[config.mk]
export PLATFORM = sky130hd
export DESIGN_NAME = spart_bus_echo_engine
export DESIGN_NICKNAME = d
export VERILOG_FILES = /design/src/rtl/spart_bus_echo_engine.sv
export SDC_FILE = /design/constraint.sdc
export NUM_CORES = 1
export LEC_CHECK = 0
export ABC_AREA = 1
export BUFFER_PORTS_ARGS = -buffer_cell sky130_fd_sc_hd__buf_2
export CELL_PAD_IN_SITES_DETAIL_PLACEMENT = 0
export CELL_PAD_IN_SITES_GLOBAL_PLACEMENT = 1
export CORE_MARGIN = 5
export CORE_UTILIZATION = 49
export CTS_BUF_LIST = sky130_fd_sc_hd__clkbuf_8
export DETAILED_ROUTE_END_ITERATION = 8
export PLACE_DENSITY = 0.87
export SLEW_MARGIN = 20
export SYNTH_ARGS = -nofsm -noshare
export SYNTH_HDL_FRONTEND = slang
export SYNTH_SLANG_ARGS = --single-unit
[constraint.sdc]
create_clock -name clk -period 5.1 [get_ports clk]
set_input_delay 0.51 -clock clk [delete_from_list [all_inputs] [get_ports clk]]
set_output_delay 0.51 -clock clk [all_outputs]
set_load 0.01 [all_outputs]
[src/rtl/spart_bus_echo_engine.sv]
// spart_bus_echo_engine: SPART bring-up bus master on the cache-side memory port.
// Polls the status register, reads BURST words from the data register into a
// local buffer, then polls for TX space and writes them back in the same order.
// Optional poll timeout is enabled by defining SPART_ECHO_TIMEOUT_EN.
module spart_bus_echo_engine #(
  parameter int unsigned       DATA_W    = 32,
  parameter int unsigned       ADDR_W    = 28,
  parameter int unsigned       BURST     = 4,
  parameter logic [ADDR_W-1:0] DATA_ADDR = 28'h8000000,
  parameter logic [ADDR_W-1:0] STAT_ADDR = 28'h8000001,
  parameter int unsigned       RX_BIT    = 1,
  parameter int unsigned       TX_BIT    = 0,
  parameter int unsigned       AUTO_RUN  = 1,
  parameter int unsigned       TIMEOUT   = 1023
) (
  input  logic              clk,
  input  logic              rst,
  input  logic              start,
  output logic              mem_valid,
  output logic              mem_rw,
  output logic [ADDR_W-1:0] mem_addr,
  output logic [DATA_W-1:0] mem_wdata,
  input  logic [DATA_W-1:0] mem_rdata,
  input  logic              mem_ready,
  output logic              busy,
  output logic              done,
  output logic [15:0]       batch_cnt,
  output logic              error
);

  localparam int unsigned    PTR_W    = (BURST > 1) ? $clog2(BURST) : 1;
  localparam logic [PTR_W-1:0] LAST_PTR = PTR_W'(BURST - 1);

  // Reject parameter sets the buffer pointer and poll counter cannot represent
  if (BURST < 1 || BURST > 256 || TIMEOUT < 1) begin : g_bad_params
    $error("spart_bus_echo_engine: BURST must be 1..256 and TIMEOUT >= 1");
  end

  typedef enum logic [3:0] {
    S_IDLE, S_RP_REQ, S_RP_WAIT, S_RD_REQ, S_RD_WAIT,
    S_WP_REQ, S_WP_WAIT, S_WR_REQ, S_WR_WAIT, S_FIN
  } state_t;

  state_t              state_q, state_d;
  logic                valid_q, valid_d;
  logic                rw_q, rw_d;
  logic [ADDR_W-1:0]   addr_q, addr_d;
  logic [DATA_W-1:0]   wdata_q, wdata_d;
  logic [PTR_W-1:0]    ptr_q, ptr_d;
  logic                busy_q, busy_d;
  logic                done_q, done_d;
  logic [15:0]         batch_q, batch_d;
  logic                buf_we;
  logic [DATA_W-1:0]   buf_mem [BURST];

`ifdef SPART_ECHO_TIMEOUT_EN
  localparam int unsigned PCNT_W = $clog2(TIMEOUT + 1);
  logic [PCNT_W-1:0]   poll_q, poll_d;
  logic                error_q, error_d;
`endif

  // Next-state and registered-output logic for the poll/read/poll/write loop
  always_comb begin
    state_d = state_q;
    valid_d = valid_q;
    rw_d    = rw_q;
    addr_d  = addr_q;
    wdata_d = wdata_q;
    ptr_d   = ptr_q;
    done_d  = 1'b0;
    batch_d = batch_q;
    buf_we  = 1'b0;
`ifdef SPART_ECHO_TIMEOUT_EN
    poll_d  = poll_q;
    error_d = error_q;
`endif
    case (state_q)
      S_IDLE: begin
`ifdef SPART_ECHO_TIMEOUT_EN
        if (!error_q && (AUTO_RUN != 0 || start)) state_d = S_RP_REQ;
`else
        if (AUTO_RUN != 0 || start) state_d = S_RP_REQ;
`endif
      end
      S_RP_REQ, S_WP_REQ: begin
        // A leftover ready from the previous access must drop before issuing
        if (!mem_ready) begin
          valid_d = 1'b1;
          rw_d    = 1'b0;
          addr_d  = STAT_ADDR;
          state_d = (state_q == S_RP_REQ) ? S_RP_WAIT : S_WP_WAIT;
        end
      end
      S_RD_REQ: begin
        if (!mem_ready) begin
          valid_d = 1'b1;
          rw_d    = 1'b0;
          addr_d  = DATA_ADDR;
          state_d = S_RD_WAIT;
        end
      end
      S_WR_REQ: begin
        if (!mem_ready) begin
          valid_d = 1'b1;
          rw_d    = 1'b1;
          addr_d  = DATA_ADDR;
          wdata_d = buf_mem[ptr_q];
          state_d = S_WR_WAIT;
        end
      end
      S_RP_WAIT, S_WP_WAIT: begin
        if (mem_ready) begin
          valid_d = 1'b0;
          rw_d    = 1'b0;
          addr_d  = '0;
          if ((state_q == S_RP_WAIT) ? mem_rdata[RX_BIT] : mem_rdata[TX_BIT]) begin
            state_d = (state_q == S_RP_WAIT) ? S_RD_REQ : S_WR_REQ;
`ifdef SPART_ECHO_TIMEOUT_EN
            poll_d  = '0;
`endif
          end else begin
            state_d = (state_q == S_RP_WAIT) ? S_RP_REQ : S_WP_REQ;
`ifdef SPART_ECHO_TIMEOUT_EN
            poll_d = poll_q + PCNT_W'(1);
            if (poll_d == PCNT_W'(TIMEOUT)) begin
              error_d = 1'b1;
              done_d  = 1'b1;
              poll_d  = '0;
              ptr_d   = '0;
              state_d = S_IDLE;
            end
`endif
          end
        end
      end
      S_RD_WAIT, S_WR_WAIT: begin
        if (mem_ready) begin
          valid_d = 1'b0;
          rw_d    = 1'b0;
          addr_d  = '0;
          wdata_d = '0;
          buf_we  = (state_q == S_RD_WAIT);
          if (ptr_q == LAST_PTR) begin
            ptr_d   = '0;
            state_d = (state_q == S_RD_WAIT) ? S_WP_REQ : S_FIN;
          end else begin
            ptr_d   = ptr_q + PTR_W'(1);
            state_d = (state_q == S_RD_WAIT) ? S_RP_REQ : S_WP_REQ;
          end
        end
      end
      S_FIN: begin
        done_d  = 1'b1;
        batch_d = batch_q + 16'd1;
        state_d = (AUTO_RUN != 0) ? S_RP_REQ : S_IDLE;
      end
      default: state_d = S_IDLE;
    endcase
    busy_d = (state_d != S_IDLE);
  end

  // State and output registers; reset abandons any in-flight access
  always_ff @(posedge clk) begin
    if (rst) begin
      state_q <= S_IDLE;
      valid_q <= 1'b0;
      rw_q    <= 1'b0;
      addr_q  <= '0;
      wdata_q <= '0;
      ptr_q   <= '0;
      busy_q  <= 1'b0;
      done_q  <= 1'b0;
      batch_q <= '0;
`ifdef SPART_ECHO_TIMEOUT_EN
      poll_q  <= '0;
      error_q <= 1'b0;
`endif
    end else begin
      state_q <= state_d;
      valid_q <= valid_d;
      rw_q    <= rw_d;
      addr_q  <= addr_d;
      wdata_q <= wdata_d;
      ptr_q   <= ptr_d;
      busy_q  <= busy_d;
      done_q  <= done_d;
      batch_q <= batch_d;
`ifdef SPART_ECHO_TIMEOUT_EN
      poll_q  <= poll_d;
      error_q <= error_d;
`endif
    end
  end

  // Echo buffer; contents need no reset since every slot is written before use
  always_ff @(posedge clk) begin
    if (buf_we) buf_mem[ptr_q] <= mem_rdata;
  end

  assign mem_valid = valid_q;
  assign mem_rw    = rw_q;
  assign mem_addr  = addr_q;
  assign mem_wdata = wdata_q;
  assign busy      = busy_q;
  assign done      = done_q;
  assign batch_cnt = batch_q;
`ifdef SPART_ECHO_TIMEOUT_EN
  assign error     = error_q;
`else
  assign error     = 1'b0;
`endif

endmodule

Word level (Yosys, flattened, before mapping)

Memory sizes are Yosys's and may differ from the RTL's. A register that Yosys moved wholly into a read port is not among the register bits.
Index checks and enable logic that the tools add are counted.
W data, S select, Z words.

Bits in latches: 0
Bits of input ports: 36
Output and inout bits: 81
Flip-flop bits (word level): 86
Memories: 1
ROM bits: 0
Logic and storage cells: 82
Bits in writable memories: 128

Add/sub/neg operators: 2
Reductions and logical operators: 19
Multiply operators: 0
Eq/ne operators: 17
Bitwise operators: 0
Divide/modulo/power cells: 0
$lt $le $gt $ge: 0
Shift-type cells: 0
Mux-type cells: 34

Memory list:

| memory  | words | width | rd ports | clocked after Yosys merged registers in | wr ports | line | RTL |
|---|---|---|---|---|---|---|---|
| buf_mem | 4     | 32    | 1        | 1                                       | 1        | 54   | `logic [DATA_W-1:0] buf_mem [BURST];` |

Operator list:

| kind                    | number |
|---|---|
| $mux W28                | 3 |
| $pmux W28 S3            | 1 |
| $mux W32                | 2 |
| $pmux W32 S2            | 1 |
| $mux W4                 | 7 |
| $pmux W4 S6             | 1 |
| $add A16 B1 Y16 const B | 1 |
| $eq A4 B3 Y1 const B    | 4 |
| $mux W3                 | 5 |
| $ne A2 B2 Y1 const B    | 6 |
| $reduce_or A2 Y1        | 5 |
| $mux W1                 | 9 |
| $eq A4 B2 Y1 const B    | 2 |
| $eq A4 B4 Y1 const B    | 2 |
| $reduce_and A4 Y1       | 2 |
| $reduce_or A4 Y1        | 2 |
| $mux W2                 | 3 |
| $reduce_and A3 Y1       | 2 |
| $reduce_bool A3 Y1      | 2 |
| $eq A4 B1 Y1 const B    | 1 |
| $logic_not A4 Y1        | 1 |
| $reduce_bool A2 Y1      | 2 |
| $reduce_bool A4 Y1      | 1 |
| $pmux W1 S3             | 1 |
| 6 further kinds         | 6 |

Depth between registers and ports, before layout

Word-level depth: 6
Gate-level depth with buffers: 11
Gate-level depth less buffers: 10

Worst setup path before layout

No wires, ideal clock.

Kind: reg-to-reg
Start point: register state_q[0]
End point: memory buf_mem[0][0] (enable)
Arrival time: 2.264 ns
Setup time: 0.421 ns
Path buffers: 1
Setup slack: 2.415 ns
Cell stages (with the launch flop): 7
Clock period less this slack: 2.685 ns
Data required time: 4.679 ns
Cell sequence: dfxtp_1 buf_4 nor2_1 inv_1 nor2_1 nand2_1 nor2_1

Word-level cells in the longest chain between the ends: 5
Elaborated cells between the ends (all ways): 7
Classes of those cells: eq/ne (2); mux (4); reduce/logical (1)

Ends and longest elaborated chain:

| what                                                | line    | RTL |
|---|---|---|
| start, declared                                     | 44      | `state_t state_q, state_d;` |
| start signal, assigned                              | 179     | `state_q <= state_d;` |
| $eq A4 B3 Y1 / $eq A4 B4 Y1 (equally long branches) | 77, 142 |  |
| $mux W1 / $reduce_or A2 Y1 (equally long branches)  | 137, 77 |  |
| $mux W1 (*)                                         | 77      | `case (state_q)` |
| $mux W1 (*)                                         | 197     | `if (buf_we) buf_mem[ptr_q] <= mem_rdata;` |
| $mux W1 (implied by the code) (*)                   | 197     |  |
| end, declared                                       | 54      |  |

Every way passes the cells marked *; elsewhere a longest branch is shown, timed or not.

Final worst setup path

Start point: register state_q[0]
End point: memory buf_mem[0][18] (enable)

The elaborated chain is that of the path after synthesis.

==> out/results.ini <==
[outcome]
run_status = finished clean

[global_routing]
grt_overflow = 0
grt_pass1_wl_um = 24920
grtUsageTotal_pct = 17.48
grt_max_degree = 65
grt_antenna_before_repair = 2
grt_pass1_vias = 5116

[critical_path]
required_ps = 5180
crit_buf_inv = 1
worst_path_most_repeated_cell = nor2_1
cpMaxStageDelayCell = nor2_4
critPathArrivalTime_ps = 2490
worstPathCellList = nor2_1 -> inv_1 -> nor2_1 -> nand2_1 -> nor2_4
critPathCaptureType = register
path_class = register to register
crit_fanout = 32
critPathTopFamily = simple AND/OR/NAND/NOR gates
max_stage_delay_ps = 900
cp-start-kind = register

[floorplan]
row_count = 45
die_y_um = 135.3
core_region_area_um2 = 15310
start_util_pct = 50.27
die_w_um = 135.3
pin_count = 117
die_area_um2 = 18320

[detailed_routing]
final_antenna_net_count = 0
wl_per_cell_um = 14.90
vias = 5391
vias_per_cell = 5.086
drcViolationCount = 0
drtIter0Drc = 390
wirelength_um = 15800
drt-pass1-iter-count = 5

[clocking]
cts_made_buffers = 17
post_cts_resized = 0
root_buffer = clkbuf_8
cts_sinks = 190
clockBufferDepth = 2
ctsHoldBuffers = 0
htreeDepth = 4
cts_tree = built
post_cts_buffers = 0
path_clk_slew_ps = 90
clkLatencyLatePin_ps = 460

[sta]
finalCriticalPeriod_ps = 2416
tightest_slew_ps = 1072
relSlewSlack_pct = 28.33
fmax_ghz = 0.4139
finalCritPeriodShare_pct = 47.37
clock-skew-final_ps = 12.33
rsz0062_at_grt = no
setup_tns_ps = 0
hold_violations = 0
report.final.slew_viol_count = 0
setup_viol = 0

[worst_hold_path]
worst_hold_path_type = input pin to register

[yosys]
netlist_instances = 761
netlist_area_um2 = 7699
async_flop_share_pct = 0
synth.top_cell.area_share_pct = 49.93
ys_seq_area_share_pct = 66.05
syn_avg_cell_area_um2 = 10.12
synth_cell_types = 26
synth-edff-count = 128
synthFlopType = edfxtp_1
synth.most_common_cell = nor2_1
yosysTopAreaCell = edfxtp_1
synth.area.top_cells = edfxtp_1 (50%), dfxtp_1 (16%), nor2_1 (6.8%)
synth_warnings = 0
synth_seq_cells = 190
synthTopCellsByCount = nor2_1 (139), edfxtp_1 (128), nand2_1 (123)

[finish]
syn2layout_area_growth_pct = 11.82
final_util_pct = 56.21
antenna_cells = 0
nFillCells = 1306
multi_input_area_um2 = 2202
final_cells = 1060
drive_above_1_share_pct = 16.84
final_nets = 879
seq_area_um2 = 5090

[power_and_ir_drop]
ir_drop_v = 0.0001782
leakage_nw = 3.207
power_per_cell_area_nw_per_um2 = 308.3

[place]
globalplace.congestion = 0.8353
dp.cells = 1026
dp_hpwl_um = 9465
port_buffers = 88

[run]
drv_cap = 0

## path summary, 6_finish.rpt
kind | cells after the start | end | from | slack (ps)
max | 5 | buf_mem[0][18] | state_q[0] | 2680
min | 1 | buf_mem[2][17] | mem_rdata[17] | 260
max reg2reg | 5 | buf_mem[0][18] | state_q[0] | 2680
min reg2reg | 2 | mem_valid | mem_valid | 450
## cell families (layout without fill, tap and decap cells)
logic type	Yosys count	in the layout	share of synthesized area, %
AND/OR/NAND/NOR	293	293	15.08
flip-flops	190	190	66.05
AO/OA/AOI/OAI	166	166	10.84
buffers and inverters	105	167	7.004
adder cells (fa/ha/maj)	6	6	0.9751
other	1	27	0.04871
## cells in the final DEF (no fill, tap or decap), drive strengths merged
cell type,n
a21oi,52
a31oi,1
buf,92
bufinv,1
clkbuf,18
clkinv,6
clkinvlp,2
conb,27
dfxtp,62
edfxtp,128
ha,6
inv,48
nand2,129
nand3,15
nand4,4
nor2,143
nor3,2
o211ai,1
o21ai,112
## power by group
group / leakage (nW) / switching (mW) / total, mW / internal [mW]
Clock: 0.182 / 0.508 / 0.905 / 0.397
Sequential: 1.65 / 0.00754 / 1.66 / 1.65
Combinational: 1.37 / 0.0655 / 0.0942 / 0.0287
## sequential cells by signal (all words and copies together) (netlist names), named ones only
| name | cells |
|---|---|
| mem_rw | 1 |
| mem_wdata | 32 |
| buf_mem | 128 |
| state_q | 4 |
| busy | 1 |
| mem_valid | 1 |
| done | 1 |
| mem_addr | 2 |
| ptr_q | 2 |
| batch_cnt | 16 |
## area by class of cell
type / count / share of cell area, %
sequential: 190 / 59.13
multi-input combinational: 492 / 25.58
timing repair buffer: 92 / 6.076
tap: 211 / 3.067
clock buffer: 18 / 2.878
inverter: 44 / 1.948
clock inverter: 13 / 1.323
## routing by layer
layer,share of wire [%],vias up,track usage [%]
met5,0.17,-,0
met4,1.1,4,5.823
met3,6.2,21,5.052
met2,49,157,29.51
met1,44,2556,21.66
li1,-,2653,-
## metrics by stage
step	hold WS, ps	setup slack (ps)	area [um^2]	total power [mW]
finish	263.6	2684	8608	2.654
floorplan	469.9	2415	7796	1.763
global route	223.0	2488	8608	2.750
detailed placement	443.5	2620	8169	1.785
global placement	429.8	2697	8169	1.781
CTS	228.7	2598	8531	2.675
No activity file was read; power rests on OpenSTA's default activity.
